==> src/rtl/fire2_pkg.sv <==
// Shared constants and types for the fire2 expand-1x1 output feature-map writer.
package fire2_pkg;
  localparam int WIDTH    = 16;
  localparam int DSP_NO   = 64;
  localparam int W_IN     = 64;
  localparam int H_IN     = 64;
  localparam int WR_LANES = 4;

  localparam int PIXELS = W_IN * H_IN;
  localparam int BEATS  = DSP_NO / WR_LANES;
  localparam int ADDR_W = $clog2(BEATS * PIXELS);
  localparam int BEAT_W = $clog2(BEATS);
  localparam int PIX_W  = $clog2(PIXELS);
  localparam int CH_W   = $clog2(DSP_NO);

  typedef logic [0:DSP_NO-1][WIDTH-1:0] ofm_vec_t;
  typedef enum logic [1:0] {IDLE, DRAIN, DONE} wr_state_t;
endpackage

==> src/rtl/fire2_expand_1_ofm_writer_buf.sv <==
// Two-entry ping-pong vector buffer: one entry fills while the other drains.
module ofm_pingpong_buf
  import fire2_pkg::*;
(
  input  logic                          clk,
  input  logic                          rst,
  input  logic                          push,
  input  logic [0:DSP_NO-1][WIDTH-1:0]  push_vec,
  input  logic                          pop,
  output logic [0:DSP_NO-1][WIDTH-1:0]  rd_vec_nxt,
  output logic [1:0]                    valid,
  output logic                          full
);
  ofm_vec_t   mem [2];
  logic       wptr;
  logic       rptr;
  logic       do_push;
  logic [1:0] set_v;
  logic [1:0] clr_v;

  assign full    = &valid;
  assign do_push = push & ~full;
  assign set_v   = do_push ? (wptr ? 2'b10 : 2'b01) : 2'b00;
  assign clr_v   = pop ? (rptr ? 2'b10 : 2'b01) : 2'b00;

  // The reader sees the entry it will own next cycle, so beat 0 of a
  // back-to-back vector can be registered on the same edge the old one frees.
  assign rd_vec_nxt = mem[rptr ^ pop];

  // NOTE: sequential state uses non-blocking assignments so every register
  // samples pre-edge values regardless of statement order.
  always_ff @(posedge clk) begin
    if (rst) begin
      wptr  <= 1'b0;
      rptr  <= 1'b0;
      valid <= 2'b00;
    end else begin
      if (do_push) wptr <= ~wptr;
      if (pop)     rptr <= ~rptr;
      valid <= (valid & ~clr_v) | set_v;
    end
  end

  // NOTE: the payload storage is deliberately not reset; the valid bits alone
  // decide which entry is live, and resetting wide storage only costs logic.
  always_ff @(posedge clk) begin
    if (do_push) mem[wptr] <= push_vec;
  end
endmodule

==> src/rtl/fire2_expand_1_ofm_writer.sv <==
// Writes each 64-channel pixel vector into WR_LANES banks in channel-major order.
module fire2_expand_1_ofm_writer
  import fire2_pkg::*;
(
  input  logic                             clk,
  input  logic                             rst,
  input  logic                             layer_en,
  input  logic                             ofm_valid,
  input  logic [0:DSP_NO-1][WIDTH-1:0]     ofm,
  output logic [WR_LANES-1:0]              wr_en,
  output logic [0:WR_LANES-1][ADDR_W-1:0]  wr_addr,
  output logic [0:WR_LANES-1][WIDTH-1:0]   wr_data,
  output logic                             busy,
  output logic                             done,
  output logic                             overrun
);
  wr_state_t                      state, state_nxt;
  logic [BEAT_W-1:0]              beat, beat_nxt;
  logic [PIX_W-1:0]               pix, pix_nxt;
  logic                           push;
  logic                           last_beat;
  logic [1:0]                     buf_valid;
  logic                           buf_full;
  ofm_vec_t                       rd_vec;
  logic [ADDR_W-1:0]              addr_nxt;
  logic [0:WR_LANES-1][WIDTH-1:0] lane_data;

  assign push      = ofm_valid & layer_en & (state != DONE);
  assign last_beat = (state == DRAIN) && (beat == BEAT_W'(BEATS - 1));

  ofm_pingpong_buf u_buf (
    .clk        (clk),
    .rst        (rst),
    .push       (push),
    .push_vec   (ofm),
    .pop        (last_beat),
    .rd_vec_nxt (rd_vec),
    .valid      (buf_valid),
    .full       (buf_full)
  );

  always_comb begin
    // NOTE: every variable gets a default before the case so no path infers a latch.
    state_nxt = state;
    beat_nxt  = beat;
    pix_nxt   = pix;
    unique case (state)
      IDLE: if (|buf_valid) state_nxt = DRAIN;
      DRAIN: begin
        if (last_beat) begin
          beat_nxt = '0;
          if (pix == PIX_W'(PIXELS - 1)) begin
            state_nxt = DONE;
          end else begin
            pix_nxt = pix + 1'b1;
            // While draining, a full buffer means the other entry is already waiting.
            state_nxt = buf_full ? DRAIN : IDLE;
          end
        end else begin
          beat_nxt = beat + 1'b1;
        end
      end
      DONE:    state_nxt = DONE;
      default: state_nxt = IDLE;
    endcase
  end

  // Outputs are registered, so the lane mux works on the next beat and pixel.
  always_comb begin
    addr_nxt  = ADDR_W'(beat_nxt) * ADDR_W'(PIXELS) + ADDR_W'(pix_nxt);
    lane_data = '0;
    for (int l = 0; l < WR_LANES; l++) begin
      lane_data[l] = rd_vec[CH_W'(beat_nxt) * CH_W'(WR_LANES) + CH_W'(l)];
    end
  end

  always_ff @(posedge clk) begin
    if (rst) begin
      state   <= IDLE;
      beat    <= '0;
      pix     <= '0;
      overrun <= 1'b0;
      wr_en   <= '0;
      wr_addr <= '0;
      wr_data <= '0;
    end else begin
      state <= state_nxt;
      beat  <= beat_nxt;
      pix   <= pix_nxt;
      if (push && buf_full) overrun <= 1'b1;
      wr_en <= {WR_LANES{state_nxt == DRAIN}};
      if (state_nxt == DRAIN) begin
        wr_data <= lane_data;
        for (int l = 0; l < WR_LANES; l++) wr_addr[l] <= addr_nxt;
      end
    end
  end

  assign busy = (|buf_valid) | (state == DRAIN);
  assign done = (state == DONE);
endmodule
==> config.mk <==
export PLATFORM = sky130hd
export DESIGN_NAME = fire2_expand_1_ofm_writer
export DESIGN_NICKNAME = d
export VERILOG_FILES = /design/src/rtl/fire2_pkg.sv /design/src/rtl/fire2_expand_1_ofm_writer_buf.sv /design/src/rtl/fire2_expand_1_ofm_writer.sv
export SDC_FILE = /design/constraint.sdc
export NUM_CORES = 2
export LEC_CHECK = 0
export CAP_MARGIN = 20
export CORE_MARGIN = 8
export CORE_UTILIZATION = 45
export DETAILED_ROUTE_END_ITERATION = 16
export PLACE_DENSITY_LB_ADDON = 0.15
export RECOVER_POWER = 100
export SETUP_SLACK_MARGIN = 0.4
export SYNTH_ARGS = -nofsm -noshare
export SYNTH_HDL_FRONTEND = slang
export SYNTH_SLANG_ARGS = --single-unit
export TNS_END_PERCENT = 30
==> constraint.sdc <==
create_clock -name clk -period 122.8 [get_ports clk]
set_input_delay 18.42 -clock clk [delete_from_list [all_inputs] [get_ports clk]]
set_output_delay 18.42 -clock clk [all_outputs]
set_load 0.03 [all_outputs]
==> results.md <==
* Required time reported for the critical path endpoint at 123,020 ps
* Worst-path maximum fanout at 159
* Post-detailed-route DRC marker count at 0
* Die Y-Extent at 464 um
* Wire length of the first global-routing pass at 488,000 um
* Flop pwr share at 0.492
* Slowest stage cell, crit path: clkbuf_1
* Remaining global-route overflow at 0
* Initial core utilization at 0.452
* Resized cells post-CTS at 0
* Insertion delay of the later-clocked pin in the worst-skew pair at 900 ps
* Total setup buffers inserted after CTS at 0
* Drt first pass iters at 6
* Die Area at 215,000 um^2
* Chain of cells forming the critical path: dlygate4sd3_1 -> nand3_1 -> a21oi_1 -> nor2b_1 -> clkbuf_1 -> clkbuf_1 -> clkbuf_1 -> clkbuf_1
* Max-slew violation count at 2,335
* Maximum Capacitance Violations at 39
* Time the worst path needs with I/O delays and setup at 35,910 ps
* Top-count cell post-synth: edfxtp_1
* Crit path largest cell delay at 6390 ps
* Fill cell count at 16,000
* Mapped Nets at 7,182
* Top cells by area in the synthesized netlist: edfxtp_1, mux2i_1, a211oi_1
* Register bit count reported by yosys at 2,152
* Post-synthesis area per instance at 14.7 um^2
* DR vias/cell at 6.40
* Layout Nets at 8,064
* Number of buffers created by CTS at 221
* Transition time of the tightest slew-check pin at 8990 ps
* Final standard cell utilization of the core at 0.557
* Maximum operating frequency at 0.0278 GHz
* Power density of the placed cells at 15.5 nW/um^2
* Worst Min Path Start: wr_data[36]
* Number of library cell types mapped by synthesis at 63
* Data arrival time of the critical path at 36,130 ps
* Nature of the critical path startpoint: input pin
* Period Utilization, post-route at 0.292
* Largest net degree at the start of global routing at 165
* Leakage component of the power at 36.6 nW
* Warnings, synthesis at 0
* Worst Reg-to-Reg Cells at 8
* Violations in the final reports: max-capacitance violations, max-slew violations
* Gp weighted congestion at 0.880
* Top flip-flop cell by instance count after synthesis: edfxtp_1
* Crit Path Category: input pin to flop
* Gr usage total at 0.314
* Fraction of synthesized cell area taken by the top area cell type at 0.681
* Number of vias after detailed routing at 64,100
* Number of antenna violations at the first check in global routing at 170
* 1st-iter DRT viols at 8,129
* VDD IR-drop max at 14.2 uV
* Syn Inst Count at 6,150
* Fraction of power spent switching nets at 0.254
* Outcome: finished with violations
* Wire length after detailed routing at 355,000 um
* Kind of cell with the highest combined delay on the critical path: buffers and inverters
* Sequential-to-total area share from yosys stat at 0.704
* Most frequent cell on the critical path: clkbuf_1
* Critical Path End Type: flop
* Number of port buffers at 1,162
* Layout overhead on the synthesized area at 23.2%
* Cell internal pwr at 0.00129 W
* Placed wire-length estimate after detailed placement at 234,000 um
* Clock network fraction of total power at 0.390
* Reg-to-reg setup timing slack at 102,820 ps
* Final setup skew at 43.8 ps
* Io pins at 1,163
* ANT nets after route at 0
* Final total negative setup slack at 0 ps
* CTS tree: built
* Endpoints failing setup at 0
* CP Buf/Inv Count at 5
* Crit Reg-Reg Startpoint: state[1]
* Kind of path behind the tightest hold check: flop to flop
* Min-Delay Endpoint: wr_data[36]
* Number of synthesized flops with an enable pin at 2,048
* Clock-pin slew reported for the worst setup and hold paths after clock tree synthesis at 60 ps
* Leading post-synthesis cells by instance count: edfxtp_1, clkbuf_1, nand2_1
* RSZ-0062 raised after global routing: false
* Min Hold Slack at 482 ps
* Area of the core at 200,000 um^2
* Synth async-reset ratio at 0
* Share of post-route cells with drive strength above 1 at 0.0750
* Clock root buffer: clkbuf_16
* Post-synthesis instance area at 90,300 um^2
* Max_slew headroom at -5.00
* Final hold violation count at 0
* # rows at 164
* Largest area contributor in the synthesized netlist: edfxtp_1
* Maximum root-to-sink buffer count at 3
* Via count of the first global-routing pass at 62,200
* Routed length per placed instance at 35.4 um
* Hold Path Depth at 2
* Share of power burned in combinational logic at 0.118
* Htree depth at 4
* Total of hold buffers inserted after clock tree synthesis at 0
* Die X at 464 um
* Clock Sink Count at 2,152
* Critical R2R Capture: u_buf.mem[0][156]
* Net load switching power at 0.000439 W
cell type report:
cell class,instances,area [um^2],share of cell area
clock inverter,118,1250,0.0113
timing repair buffer,1302,12700,0.114
antenna,140,350,0.00315
multi-input combinational,3194,23500,0.211
tap,2656,3320,0.0299
sequential,2152,63600,0.571
clock buffer,299,6000,0.0539
inverter,161,611,0.00549
cell usage in the layout (no fill, tap or decap), types with 72 or more instances in the layout:
cell type,netlist,final
a2111o_1,101,101
a2111oi_0,128,116
a211oi_1,293,293
a21oi_1,132,132
a22oi_1,141,141
and3b_1,103,102
buf_4,73,88
clkbuf_1,416,98
clkbuf_16,0,224
dfxtp_1,104,101
diode_2,0,140
dlygate4sd3_1,0,1158
edfxtp_1,2048,2048
inv_1,161,159
mux2_2,92,91
mux2i_1,326,325
nand2_1,398,393
nand3_1,72,72
nor2_1,241,240
nor4_1,102,103
o211ai_1,155,155
o21ai_0,94,94
o221ai_1,128,128
flip-flops by register name, indices dropped and copies added, names as in the netlist:
signal,count
beat,4
overrun,1
wr_addr,16
u_buf.mem,2048
u_buf.valid,2
u_buf.rptr,1
u_buf.wptr,1
wr_data,64
pix,12
state,2
wr_en,1
power groups by stage:
stage	Combinational (W)	Sequential, W	Clock [W]
detailed placement	0.000211	0.000863	0
global route	0.000213	0.000853	0.000709
finish	0.000204	0.000851	0.000676
CTS	0.000212	0.000847	0.000682
global placement	0.000210	0.000862	0
floorplan	0.0000954	0.000908	0
how the worst max path moves through the flow:
stage | from | end | slack, ps | cells past startpoint
floorplan | ofm_valid | u_buf.mem[0][0] | 56880 | 3
global placement | ofm_valid | u_buf.mem[0][227] | 98210 | 8
detailed placement | ofm_valid | u_buf.mem[1][16] | 98520 | 8
CTS | ofm_valid | u_buf.mem[1][814] | 99450 | 8
global route | ofm_valid | u_buf.mem[0][156] | 85560 | 8
finish | ofm_valid | u_buf.mem[0][156] | 86890 | 8
tightest hold or removal path, stage by stage (launching register included):
cell      delay [ps]
dfxtp_1          320
nand2_1           50
o211ai_1          80
cell families after synthesis:
kind of cell / Yosys count / share of synthesized area
flip-flops: 2152 / 0.704
XOR/XNOR: 13 / 0.00134
AO/OA/AOI/OAI: 1630 / 0.139
AND/OR/NAND/NOR: 1090 / 0.0643
buffers and inverters: 804 / 0.0382
multiplexers: 457 / 0.0525
adder cells (fa/ha/maj): 4 / 0.000554
layer usage:
| metal | share of wire | global-route usage |
|---|---|---|
| met5 | 0.00080 | 0 |
| met4 | 0.069 | 0.185 |
| met3 | 0.10 | 0.0755 |
| met2 | 0.47 | 0.502 |
| met1 | 0.36 | 0.391 |
stage by stage:
stage	setup WS, ps	area (um^2)	total power, W	std cells
floorplan	56880	90300	0.00100	6150
global placement	98210	104000	0.00107	9457
detailed placement	98520	104000	0.00107	9461
CTS	99450	111000	0.00174	9878
global route	85560	111000	0.00177	9967
finish	86890	111000	0.00173	10000
(Power assumes the default switching activity.)
